**src/rtl/vga_rx_monitor_pkg.sv**
```systemverilog
// rtl/vga_rx_monitor_pkg.sv - shared VGA timing constants, counter types and helpers
package vga_rx_monitor_pkg;

  localparam int H_ACTIVE = 640;
  localparam int H_TOTAL  = 800;
  localparam int V_ACTIVE = 480;
  localparam int V_TOTAL  = 525;
  localparam int RGB_W    = 16;
  localparam int CNT_W    = 16;

  typedef logic [CNT_W-1:0] cnt_t;

  typedef struct packed {
    logic [RGB_W-1:0] sum;
    cnt_t             h_active;
    cnt_t             v_active;
    cnt_t             h_total;
    cnt_t             v_total;
    logic             line_err;
    logic             sync_err;
  } frame_stats_t;

  function automatic cnt_t sat_inc(input cnt_t v);
    return (v == '1) ? v : v + cnt_t'(1);
  endfunction

  function automatic logic [RGB_W-1:0] sum_step(input logic [RGB_W-1:0] s,
                                                 input logic [RGB_W-1:0] rgb);
    return {s[RGB_W-2:0], s[RGB_W-1]} ^ rgb;
  endfunction

endpackage

```
**src/rtl/vga_rx_edge.sv**
```systemverilog
// rtl/vga_rx_edge.sv - input register plus assert/deassert pulse detection for one sync/DE line
module vga_rx_edge #(
  parameter logic POL = 1'b0
) (
  input  logic clk,
  input  logic rst,
  input  logic raw,
  output logic active,
  output logic assert_p,
  output logic deassert_p
);

  logic level_q;
  logic prev_q;
  logic prev_active;

  // Reset to the inactive level so no spurious edge appears after reset.
  always_ff @(posedge clk) begin
    if (rst) begin
      level_q <= ~POL;
      prev_q  <= ~POL;
    end else begin
      level_q <= raw;
      prev_q  <= level_q;
    end
  end

  assign active      = (level_q == POL);
  assign prev_active = (prev_q == POL);
  assign assert_p    = active & ~prev_active;
  assign deassert_p  = ~active & prev_active;

endmodule

```
**src/rtl/vga_rx_monitor.sv**
```systemverilog
// rtl/vga_rx_monitor.sv - VGA stream decoder measuring frame timing, checksum and error status
module vga_rx_monitor
  import vga_rx_monitor_pkg::*;
#(
  parameter logic HSYNC_POL    = 1'b0,
  parameter logic VSYNC_POL    = 1'b0,
  parameter int   EXP_H_ACTIVE = H_ACTIVE,
  parameter int   EXP_V_ACTIVE = V_ACTIVE
) (
  input  logic             pix_clk,
  input  logic             rst,
  input  logic             vga_hsync,
  input  logic             vga_vsync,
  input  logic             vga_de,
  input  logic [RGB_W-1:0] vga_rgb,
  output logic             pix_valid,
  output logic [15:0]      pix_x,
  output logic [15:0]      pix_y,
  output logic [RGB_W-1:0] pix_rgb,
  output logic             frame_done,
  output logic [15:0]      frame_count,
  output logic [15:0]      frame_sum,
  output logic [15:0]      h_active,
  output logic [15:0]      h_total,
  output logic [15:0]      v_active,
  output logic [15:0]      v_total,
  output logic             locked,
  output logic             line_err,
  output logic             size_err,
  output logic             sync_err
);

  localparam logic [0:0] ST_HUNT   = 1'b0;
  localparam logic [0:0] ST_LOCKED = 1'b1;
  localparam cnt_t       EXP_H     = cnt_t'(EXP_H_ACTIVE);
  localparam cnt_t       EXP_V     = cnt_t'(EXP_V_ACTIVE);

  logic             hs_act, hs_rise, hs_fall;
  logic             vs_act, vs_rise, vs_fall;
  logic             de_act, de_rise, de_fall;
  logic [2:0]       unused_edges;
  logic [RGB_W-1:0] rgb_q;

  logic [0:0]       state;
  logic             in_locked;
  logic             emit;
  logic             done;
  cnt_t             pix_x_n;
  cnt_t             run_cnt, y_cnt, last_len, first_len;
  cnt_t             hs_cnt, h_cnt, h_period;
  logic             have_first, line_err_f, sync_err_f;
  logic [RGB_W-1:0] sum;
  frame_stats_t     done_stats;

  vga_rx_edge #(.POL(HSYNC_POL)) u_hs (
    .clk(pix_clk), .rst(rst), .raw(vga_hsync),
    .active(hs_act), .assert_p(hs_rise), .deassert_p(hs_fall)
  );

  vga_rx_edge #(.POL(VSYNC_POL)) u_vs (
    .clk(pix_clk), .rst(rst), .raw(vga_vsync),
    .active(vs_act), .assert_p(vs_rise), .deassert_p(vs_fall)
  );

  vga_rx_edge #(.POL(1'b1)) u_de (
    .clk(pix_clk), .rst(rst), .raw(vga_de),
    .active(de_act), .assert_p(de_rise), .deassert_p(de_fall)
  );

  assign unused_edges = {hs_act, hs_fall, vs_fall};

  always_ff @(posedge pix_clk) begin
    if (rst) rgb_q <= '0;
    else     rgb_q <= vga_rgb;
  end

  assign in_locked = (state == ST_LOCKED);
  assign locked    = in_locked;
  assign emit      = in_locked & de_act & ~vs_act;
  assign done      = in_locked & vs_rise;
  assign pix_x_n   = de_rise ? '0 : run_cnt;

  // A run ending on the frame-start cycle still belongs to the closing frame.
  always_comb begin
    done_stats.sum      = sum;
    done_stats.h_active = de_fall ? run_cnt : last_len;
    done_stats.v_active = de_fall ? sat_inc(y_cnt) : y_cnt;
    done_stats.h_total  = h_period;
    done_stats.v_total  = hs_cnt;
    done_stats.line_err = line_err_f | (de_fall & have_first & (run_cnt != first_len));
    done_stats.sync_err = sync_err_f;
  end

  always_ff @(posedge pix_clk) begin
    if (rst) begin
      state      <= ST_HUNT;
      run_cnt    <= '0;
      y_cnt      <= '0;
      last_len   <= '0;
      first_len  <= '0;
      have_first <= 1'b0;
      line_err_f <= 1'b0;
      sync_err_f <= 1'b0;
      hs_cnt     <= '0;
      h_cnt      <= '0;
      h_period   <= '0;
      sum        <= '0;
    end else begin
      if (hs_rise) begin
        h_period <= sat_inc(h_cnt);
        h_cnt    <= '0;
      end else begin
        h_cnt    <= sat_inc(h_cnt);
      end

      if (de_act) run_cnt <= sat_inc(pix_x_n);

      if (vs_rise) begin
        state      <= ST_LOCKED;
        y_cnt      <= '0;
        last_len   <= '0;
        first_len  <= '0;
        have_first <= 1'b0;
        line_err_f <= 1'b0;
        sync_err_f <= de_act;
        sum        <= '0;
        hs_cnt     <= hs_rise ? cnt_t'(1) : cnt_t'(0);
      end else begin
        if (hs_rise) hs_cnt <= sat_inc(hs_cnt);
        if (de_fall) begin
          y_cnt    <= sat_inc(y_cnt);
          last_len <= run_cnt;
          if (!have_first) begin
            first_len  <= run_cnt;
            have_first <= 1'b1;
          end else if (run_cnt != first_len) begin
            line_err_f <= 1'b1;
          end
        end
        if (de_act & vs_act) sync_err_f <= 1'b1;
        if (emit)            sum        <= sum_step(sum, rgb_q);
      end
    end
  end

  always_ff @(posedge pix_clk) begin
    if (rst) begin
      pix_valid   <= 1'b0;
      pix_x       <= '0;
      pix_y       <= '0;
      pix_rgb     <= '0;
      frame_done  <= 1'b0;
      frame_count <= '0;
      frame_sum   <= '0;
      h_active    <= '0;
      h_total     <= '0;
      v_active    <= '0;
      v_total     <= '0;
      line_err    <= 1'b0;
      size_err    <= 1'b0;
      sync_err    <= 1'b0;
    end else begin
      pix_valid  <= emit;
      frame_done <= done;
      if (emit) begin
        pix_x   <= pix_x_n;
        pix_y   <= y_cnt;
        pix_rgb <= rgb_q;
      end
      if (done) begin
        frame_count <= frame_count + 16'd1;
        frame_sum   <= done_stats.sum;
        h_active    <= done_stats.h_active;
        h_total     <= done_stats.h_total;
        v_active    <= done_stats.v_active;
        v_total     <= done_stats.v_total;
        line_err    <= done_stats.line_err;
        sync_err    <= done_stats.sync_err;
        size_err    <= (done_stats.h_active != EXP_H) || (done_stats.v_active != EXP_V);
      end
    end
  end

endmodule
```
**config.mk**
```make
export PLATFORM = sky130hd
export DESIGN_NAME = vga_rx_monitor
export DESIGN_NICKNAME = d
export VERILOG_FILES = /design/src/rtl/vga_rx_monitor_pkg.sv /design/src/rtl/vga_rx_edge.sv /design/src/rtl/vga_rx_monitor.sv
export SDC_FILE = /design/constraint.sdc
export NUM_CORES = 1
export LEC_CHECK = 0
export CAP_MARGIN = 30
export CORE_ASPECT_RATIO = 1.1
export CORE_MARGIN = 2
export CORE_UTILIZATION = 53
export DETAILED_ROUTE_END_ITERATION = 12
export DONT_BUFFER_PORTS = 1
export PLACE_DENSITY = 0.68
export SKIP_LAST_GASP = 1
export SYNTH_ARGS = -nofsm -noshare
export SYNTH_HDL_FRONTEND = slang
export SYNTH_SLANG_ARGS = --single-unit
```
**constraint.sdc**
```tcl
create_clock -name pix_clk -period 3.35 [get_ports pix_clk]
set_input_delay 0.1675 -clock pix_clk [delete_from_list [all_inputs] [get_ports pix_clk]]
set_output_delay 0.1675 -clock pix_clk [all_outputs]
set_load 0.01 [all_outputs]
```
==> Word level (Yosys, flattened, before mapping) <==
Cells that the tools add are included.
{ "classes": {"n_div": 0, "mux": 12, "n_lt_le_gt_ge": 0, "bitwise": 17, "n_reduce_logical": 8, "n_eq_ne": 8, "multipliers": 0, "shifts": 0, "add_sub_neg": 5} }
{ "ops": {"columns": ["operator", "count"], "rows": [
  ["$mux 16", 9],
  ["$add 16x1->16 const B", 5],
  ["$eq 16x16->1 const B", 4],
  ["$ne 16x10->1 const B", 1],
  ["$ne 16x16->1", 1],
  ["$ne 16x9->1 const B", 1],
  ["$xor 16x16->16", 1],
  ["$and 1x1->1", 10],
  ["$not 1->1", 5],
  ["$reduce_and 2->1", 2],
  ["$reduce_bool 2->1", 2],
  ["$reduce_or 2->1", 2],
  ["$mux 1", 3],
  ["$reduce_and 3->1", 1],
  ["$ne 2x2->1 const B", 1],
  ["$logic_or 1x1->1", 1],
  ["$or 1x1->1", 1]
]} }
{ "totals": {"inputBits": 21, "mem_bits_rw": 0, "output_inout_bits": 150, "register_bits": 303, "latch_bits": 0, "romBits": 0, "wordCells": 83, "mem_count": 0} }

==> Longest topological paths before layout <==
Gate-level depths: netlist (run 1).
{ "depth": {"depth_word": 5, "mapped_depth": 11, "depth_no_buf": 10} }

==> Modules after synthesis <==
Synthesis (run 1) repeated with hierarchy kept, for this count alone.
{ "hier_totals": {"cells_unflattened": 1399, "hier_area_um2": 11935.2} }
{ "by_module_without_submodules": {"columns": ["mod", "seq_area_each_um2", "area_per_inst_um2", "n_inst", "cells_per_inst"], "rows": [
  ["vga_rx_monitor", 5945.7, 11732.5, 1, 1379],
  ["vga_rx_edge at u_hs ...", 40.0, 68.8, 2, 7],
  ["vga_rx_edge at u_de", 40.0, 65.1, 1, 6]
]} }

==> Worst setup path after synthesis (run 1) <==
No wires, ideal clock.
{ "synth_path": {"path_type": "register to register", "startpoint": "register u_de.level_q, in the netlist u_de.active", "endpoint": "register run_cnt[9]", "path_stages_with_launch": 12, "period_less_slack_ns": 2.480, "setup_time_ns": 0.128, "required_ns": 3.222, "slack_ns": 0.870, "path_buffers": 1, "t_arrival_ns": 2.352, "path_cell_list": "dfxtp_1 -> nand2b_1 -> clkbuf_1 -> and2_1 -> ha_1 -> and3_1 -> and3_1 -> and4_1 -> a211oi_2 -> nand4_1 -> xnor2_1 -> nor2_1"} }
{ "synth_between": {"elab_chain_len": 4, "word_cells_on_any_way": 5, "cone_classes": "add/sub: 1; eq/ne: 1; mux: 2; bitwise: 1"} }
{ "synth_rtl": {"columns": ["item", "line", "source"], "rows": [
  ["start, declared", "vga_rx_edge.sv:13", "logic level_q;"],
  ["start signal, assigned", "vga_rx_edge.sv:20", "level_q <= ~POL;"],
  ["start signal, assigned", "vga_rx_edge.sv:23", "level_q <= raw;"],
  ["$and 1x1->1 (*)", "vga_rx_edge.sv:30", "assign assert_p = active & ~prev_active;"],
  ["$mux 16 (*)", "vga_rx_monitor.sv:81", "assign pix_x_n = de_rise ? '0 : run_cnt;"],
  ["named net pix_x_n[0]", "vga_rx_monitor.sv:48", "cnt_t pix_x_n;"],
  ["$add 16x1->16 / $eq 16x16->1 (equally long branches)", "vga_rx_monitor_pkg.sv:24", "return (v == '1) ? v : v + cnt_t'(1);"],
  ["$mux 16 (*)", "vga_rx_monitor_pkg.sv:24", null],
  ["end signal, assigned", "vga_rx_monitor.sv:116", "if (de_act) run_cnt <= sat_inc(pix_x_n);"],
  ["end, declared", "vga_rx_monitor.sv:49", "cnt_t run_cnt, y_cnt, last_len, first_len;"]
]} }
The timed path passes the listed nets; every way through them passes the cells marked *.
A chain may end at the register's enable or synchronous reset.

==> Worst setup path after layout (run 1) <==
Ends and elaborated chain as after synthesis.

==> results.txt, run 1 <==
Status - completed
DP Area - 11700 µm²
Min-delay src - rst
Layout cells sized above 1 - 0.0620
Slew Limit Fails - 0
GRT Util Overall - 0.221
Antenna cell count - 0
Synth area leaders - dfxtp_1, nand2_1, a21oi_1
Vias - 8799
Flops & latches, synth - 303
Async SR Flop Fraction - 0
Clock Latency Late Sink - 0.56 ns
Hold EP - h_cnt[12]
Grt total ovfl - 0
DR WL/cell - 16.1 µm
Worst hold path cell count - 2
Synth area leader - dfxtp_1
Max Freq - 0.349 GHz
PortBufs - 0
Buf/Inv on CP - 1
Chip Width - 145 µm
Delay of the slowest cell on the worst path - 0.46 ns
Starting density of the core - 0.541
Slew headroom - 0.468
Max H-tree Level - 1
Cell variety after synth - 55
Pwr Total - 7.17 mW
# DRC - 0
Mapped Area - 11500 µm²
Num CTS Buffers - 30
Area share of the largest cell type after synthesis - 0.526
GPL Wtd Cong - 0.867
Crit-path cells - nand2b_1 -> buf_4 -> and2_1 -> ha_1 -> and3_1 -> and3_1 -> and4_1 -> a211oi_2 -> nand4_1 -> xnor2_1 -> nor2_1
First-pass GRT wire length - 41.4 mm
Worst-case clock buffer depth - 3
Total leakage power - 4.56 nW
Die Area - 22900 µm²
WP data arrival - 3.27 ns
Final cycle utilization of the critical path - 0.856
Setup violations, final - 0
Setup crit start kind - register
Final design utilization - 0.604
Design area - 12900 µm²
Hold_ws - 0.0269 ns
Area Overhead vs Synth - 11.6%
Setup Skew - 0.0213 ns
Worst reg2reg startpoint - u_de.active
Rows - 56
Core area - 21300 µm²
Clock root buffer - clkbuf_16
Critical Path Fanout Max - 15
Clock sinks - 303
IO Pins - 171
FF-to-FF path depth - 11
Synth Flop Type - dfxtp_1
Max_cap viols - 0
Worst R2R Setup Slack - 0.48 ns
Syn Inst Count - 1340
Peak VDD IR - 0.433 mV
Setup WS post-layout - 0.482 ns
Largest net degree at the start of global routing - 185
Final setup TNS - 0 ns
Number of synthesis warnings - 0
Count of nets after finishing - 1344
Period minus WS final - 2.87 ns
Drt via density - 5.40
Gate power share - 0.032
Pwr/cell area - 558 nW/µm²
RSZ-0062 raised after global routing - false
Crit path kind - register to register
Cell family with most CP delay - simple AND/OR/NAND/NOR gates
Initial antenna violation count - 0
Mean Syn Cell Area - 8.60 µm²
Clk pwr share - 0.454
Post-Route WL - 26.2 mm
DR pass1 iterations - 4
Most frequent cells in the layout - dfxtp_1, nand2_1, nor2_1
Sequential share of the synthesized area - 0.526
Sw frac - 0.216
Final ANT Viol Nets - 0
Final Hold Vio Count - 0
Post-synth EDFFs - 0
FF-to-FF End - run_cnt[9]
Flop pwr share - 0.514
Die Height - 159 µm
Commonest non-fill, non-tap cell in the layout - dfxtp_1
Hpwl dp - 17.1 mm
1st-iter DRT viols - 509
Crit end category - register
Top cell by count, worst path - and3_1
Worst hold path class - primary input to register
Synthesized net count - 1366
CTS tree - built
Placed cells - 1555
Clock slew at reported path FFs - 0.06 ns
P_sw - 1.55 mW
Slowest cell on the critical path - dfxtp_1
Worst EP required - 3.75 ns
Pre-CTS setup slack - 0.587 ns
Finished Layout Cells - 1628
Worst-margin pin slew - 0.798 ns
Number of global-route vias before repair - 8152
Pint - 5.62 mW
## final cells by class
| class | instances | area, µm² |
|---|---|---|
| Fill cell | 1889 | 8440 |
| Sequential cell | 303 | 6070 |
| Tap cell | 290 | 363 |
| Clock inverter | 11 | 116 |
| Timing Repair Buffer | 36 | 357 |
| Multi-Input combinational cell | 943 | 5100 |
| Inverter | 4 | 15.0 |
| Clock buffer | 41 | 842 |
## cell usage after synthesis, types with 4 or more instances
cell type / instances
a211oi_1: 42
a21oi_1: 126
a31oi_1: 4
and2_1: 9
and3_1: 14
and4_1: 8
buf_1: 4
buf_2: 8
clkbuf_1: 77
dfxtp_1: 303
ha_1: 5
inv_1: 4
mux2i_1: 24
nand2_1: 272
nand2b_1: 5
nand3_1: 46
nand4_1: 26
nor2_1: 166
nor2b_1: 23
nor3_1: 5
nor4_1: 9
nor4b_1: 4
o21ai_0: 14
o21ai_1: 9
or2_2: 6
xnor2_1: 39
xor2_1: 57
## metal layers
layer  track usage  up-vias  part of all wire
met1         0.287     4120              0.44
met4        0.0564        0             0.019
met2         0.365      226              0.46
met5             0        -                 0
li1              -     4412                 -
met3        0.0626       41             0.080
## what timing repair did
item / 4_1_cts / 5_1_grt
buffers inserted: 0 / 0
hold buffers: 21 / 0
resized for setup: 0 / 0
endpoints found under the hold margin: 188 / 0
setup endpoints to repair: 0 / 0
## flip-flops by register name, indices dropped and copies added, names as in the netlist, 16 cells and up
| name | flops |
|---|---|
| v_total | 16 |
| y_cnt | 16 |
| frame_sum | 16 |
| hs_cnt | 16 |
| last_len | 16 |
| pix_x | 16 |
| frame_count | 16 |
| h_period | 16 |
| sum | 16 |
| v_active | 16 |
| run_cnt | 16 |
| h_total | 16 |
| pix_y | 16 |
| h_cnt | 16 |
| rgb_q | 16 |
| h_active | 16 |
| pix_rgb | 16 |
| first_len | 16 |
## how the worst max path moves through the flow
| stage | slack (ns) | start | cells after the start | to |
|---|---|---|---|---|
| floorplan | 0.87 | u_de.active | 11 | run_cnt[9] |
| global placement | 0.67 | u_de.active | 11 | run_cnt[9] |
| detailed placement | 0.59 | u_de.active | 11 | run_cnt[9] |
| CTS | 0.53 | u_de.active | 11 | run_cnt[9] |
| global route | 0.27 | u_de.active | 11 | run_cnt[15] |
| finish | 0.48 | u_de.active | 11 | run_cnt[9] |
## power groups by stage
| stage | Sequential, mW | Clock [mW] | Combinational [mW] |
|---|---|---|---|
| after floorplan | 3.75 | 0 | 0.165 |
| after global placement | 3.77 | 0 | 0.172 |
| after detailed placement | 3.77 | 0 | 0.176 |
| after CTS | 3.69 | 3.33 | 0.234 |
| after global routing | 3.69 | 3.47 | 0.259 |
| final | 3.69 | 3.25 | 0.231 |
## kinds of logic (layout without fill, tap and decap cells)
kind of cell    Yosys count  after routing  share of synthesized area
compound gates          207            207                      0.103
xor+xnor                 96             96                     0.0730
fa+ha+maj                 5              5                    0.00543
buf+inv                  94             92                     0.0321
flops                   303            303                      0.526
mux                      25             25                     0.0218
simple gates            610            610                      0.238
Note: power is estimated with default switching activity, not from simulation.
==> run 2: changes to the inputs <==
--- a/config.mk
+++ b/config.mk
@@ -15,4 +15,5 @@
 export SKIP_LAST_GASP = 1
 export SYNTH_ARGS = -nofsm -noshare
 export SYNTH_HDL_FRONTEND = slang
+export SYNTH_HIERARCHICAL = 1
 export SYNTH_SLANG_ARGS = --single-unit
==> results.txt, run 2 <==
Max Freq - 0.342 GHz
GRT Util Overall - 0.236
Worst reg2reg startpoint - u_vs/level_q
Clock Latency Late Sink - 0.56 ns
Period minus WS final - 2.93 ns
Worst R2R Setup Slack - 0.42 ns
DR pass1 iterations - 5
Syn Inst Count - 1396
CTS resizes - 0
Hold_ws - 0.143 ns
Register area - 6070 µm²
Largest net degree at the start of global routing - 189
Met1 Usage GRT - 0.305
Mapped Area - 11900 µm²
Count of nets after finishing - 1404
WP data arrival - 3.42 ns
Core area - 22100 µm²
GR peak layer - met2
Placed cells - 1599
Vias - 9224
Post-Route WL - 28.6 mm
PortBufs - 0
Clock root buffer - clkbuf_16
Setup crit start kind - register
Area of the multi-input gates - 5400 µm²
Peak VDD IR - 0.400 mV
Rows - 57
GPL Wtd Cong - 0.893
Setup bufs post-CTS - 0
Status - completed
Num CTS Buffers - 30
Setup violations, final - 0
DR WL/cell - 16.9 µm
Finished Layout Cells - 1687
Sw frac - 0.219
GR met3 Demand/Resource - 0.0568
FF-to-FF path depth - 6
Flop pwr share - 0.523
Hold EP - h_period[0]
Grt total ovfl - 0
Hpwl dp - 17.9 mm
Synthesized net count - 1422
Worst EP required - 3.84 ns
Gate power share - 0.035
First-pass GRT wire length - 46.2 mm
# DRC - 0
Slew headroom - 0.461
P_sw - 1.55 mW
Die Area - 23700 µm²
Worst-margin pin slew - 0.808 ns
Number of global-route vias before repair - 8827
Clock slew at reported path FFs - 0.06 ns
1st-iter DRT viols - 509
Clock sinks - 303
Critical Path Fanout Max - 76
Commonest non-fill, non-tap cell in the layout - dfxtp_1
Total leakage power - 4.55 nW
Min-delay src - rst
Worst hold path cell count - 2
Starting density of the core - 0.539
Crit end category - register
RSZ-0062 raised after global routing - false
Fillers - 1996
Met2 usage - 0.399
Antenna cell count - 0
Max_cap viols - 0
Final Hold Vio Count - 0
Final design utilization - 0.602
Max H-tree Level - 1
Die Height - 161 µm
DP Area - 12000 µm²
Layout cells sized above 1 - 0.0532
IO Pins - 171
Setup Skew - 0.00955 ns
Worst hold path class - primary input to register
Drt via density - 5.47
Crit path kind - register to register
FF-to-FF End - h_total[6]
Pwr/cell area - 532 nW/µm²
Chip Width - 147 µm
Pint - 5.53 mW
Final cycle utilization of the critical path - 0.873
Clk pwr share - 0.442
Final ANT Viol Nets - 0
Design area - 13300 µm²
Slew Limit Fails - 0
Number of synthesis warnings - 6
Final setup TNS - 0 ns
Mean Syn Cell Area - 8.54 µm²
CTS tree - built
Initial antenna violation count - 0
Most frequent cells in the layout - dfxtp_1, nand2_1, nor2_1
Worst-case clock buffer depth - 3
Area Overhead vs Synth - 11.7%
run 2: what timing repair did:
item	CTS	global route
hold buffers	41	0
setup endpoints to repair	0	0
endpoints found under the hold margin	215	0
run 2: worst max-delay path by stage:
stage               cells past startpoint    endpoint  slack [ns]    startpoint
global placement                        6    size_err        0.79      y_cnt[4]
finish                                  6  h_total[6]        0.42  u_vs/level_q
CTS                                     6  h_total[7]        0.44  u_vs/level_q
detailed placement                      8    size_err        0.71   u_de/active
global route                            6  h_total[4]        0.17  u_vs/level_q
floorplan                               7    size_err        1.10      y_cnt[0]
run 2: metal layers:
metal / part of all wire / wire length, µm
met5: 0 / 0
met1: 0.43 / 12300
met2: 0.48 / 13700
met3: 0.073 / 2070
met4: 0.019 / 529
run 2: power groups by stage:
stage | Sequential, mW | Clock (mW) | Combinational (mW)
after floorplan | 3.76 | 0 | 0.183
after global placement | 3.78 | 0 | 0.185
after detailed placement | 3.78 | 0 | 0.188
after CTS | 3.70 | 3.19 | 0.251
after global routing | 3.70 | 3.35 | 0.279
final | 3.70 | 3.13 | 0.251
run 2: cell type report:
class / count / share of cell area
clock buffers: 40 / 0.0622
clock inverters: 6 / 0.00526
inverters: 10 / 0.00282
multi-input cells: 979 / 0.405
flip-flops and latches: 303 / 0.456
well taps: 295 / 0.0277
repair buffers: 54 / 0.0413
run 2: critical path: stages (launching register included):
cell and delay, ns:
dfxtp_1 0.32, nor2b_1 0.52, and2_4 0.51, buf_4 0.68
nand2_1 0.11, a21oi_1 0.15, dlygate4sd3_1 0.56
run 2: per-stage QoR:
step                power (mW)  setup WS [ns]
CTS                       7.14          0.442
floorplan                 3.95           1.10
global route              7.33          0.167
detailed placement        3.97          0.710
global placement          3.96          0.792
finish                    7.08          0.425
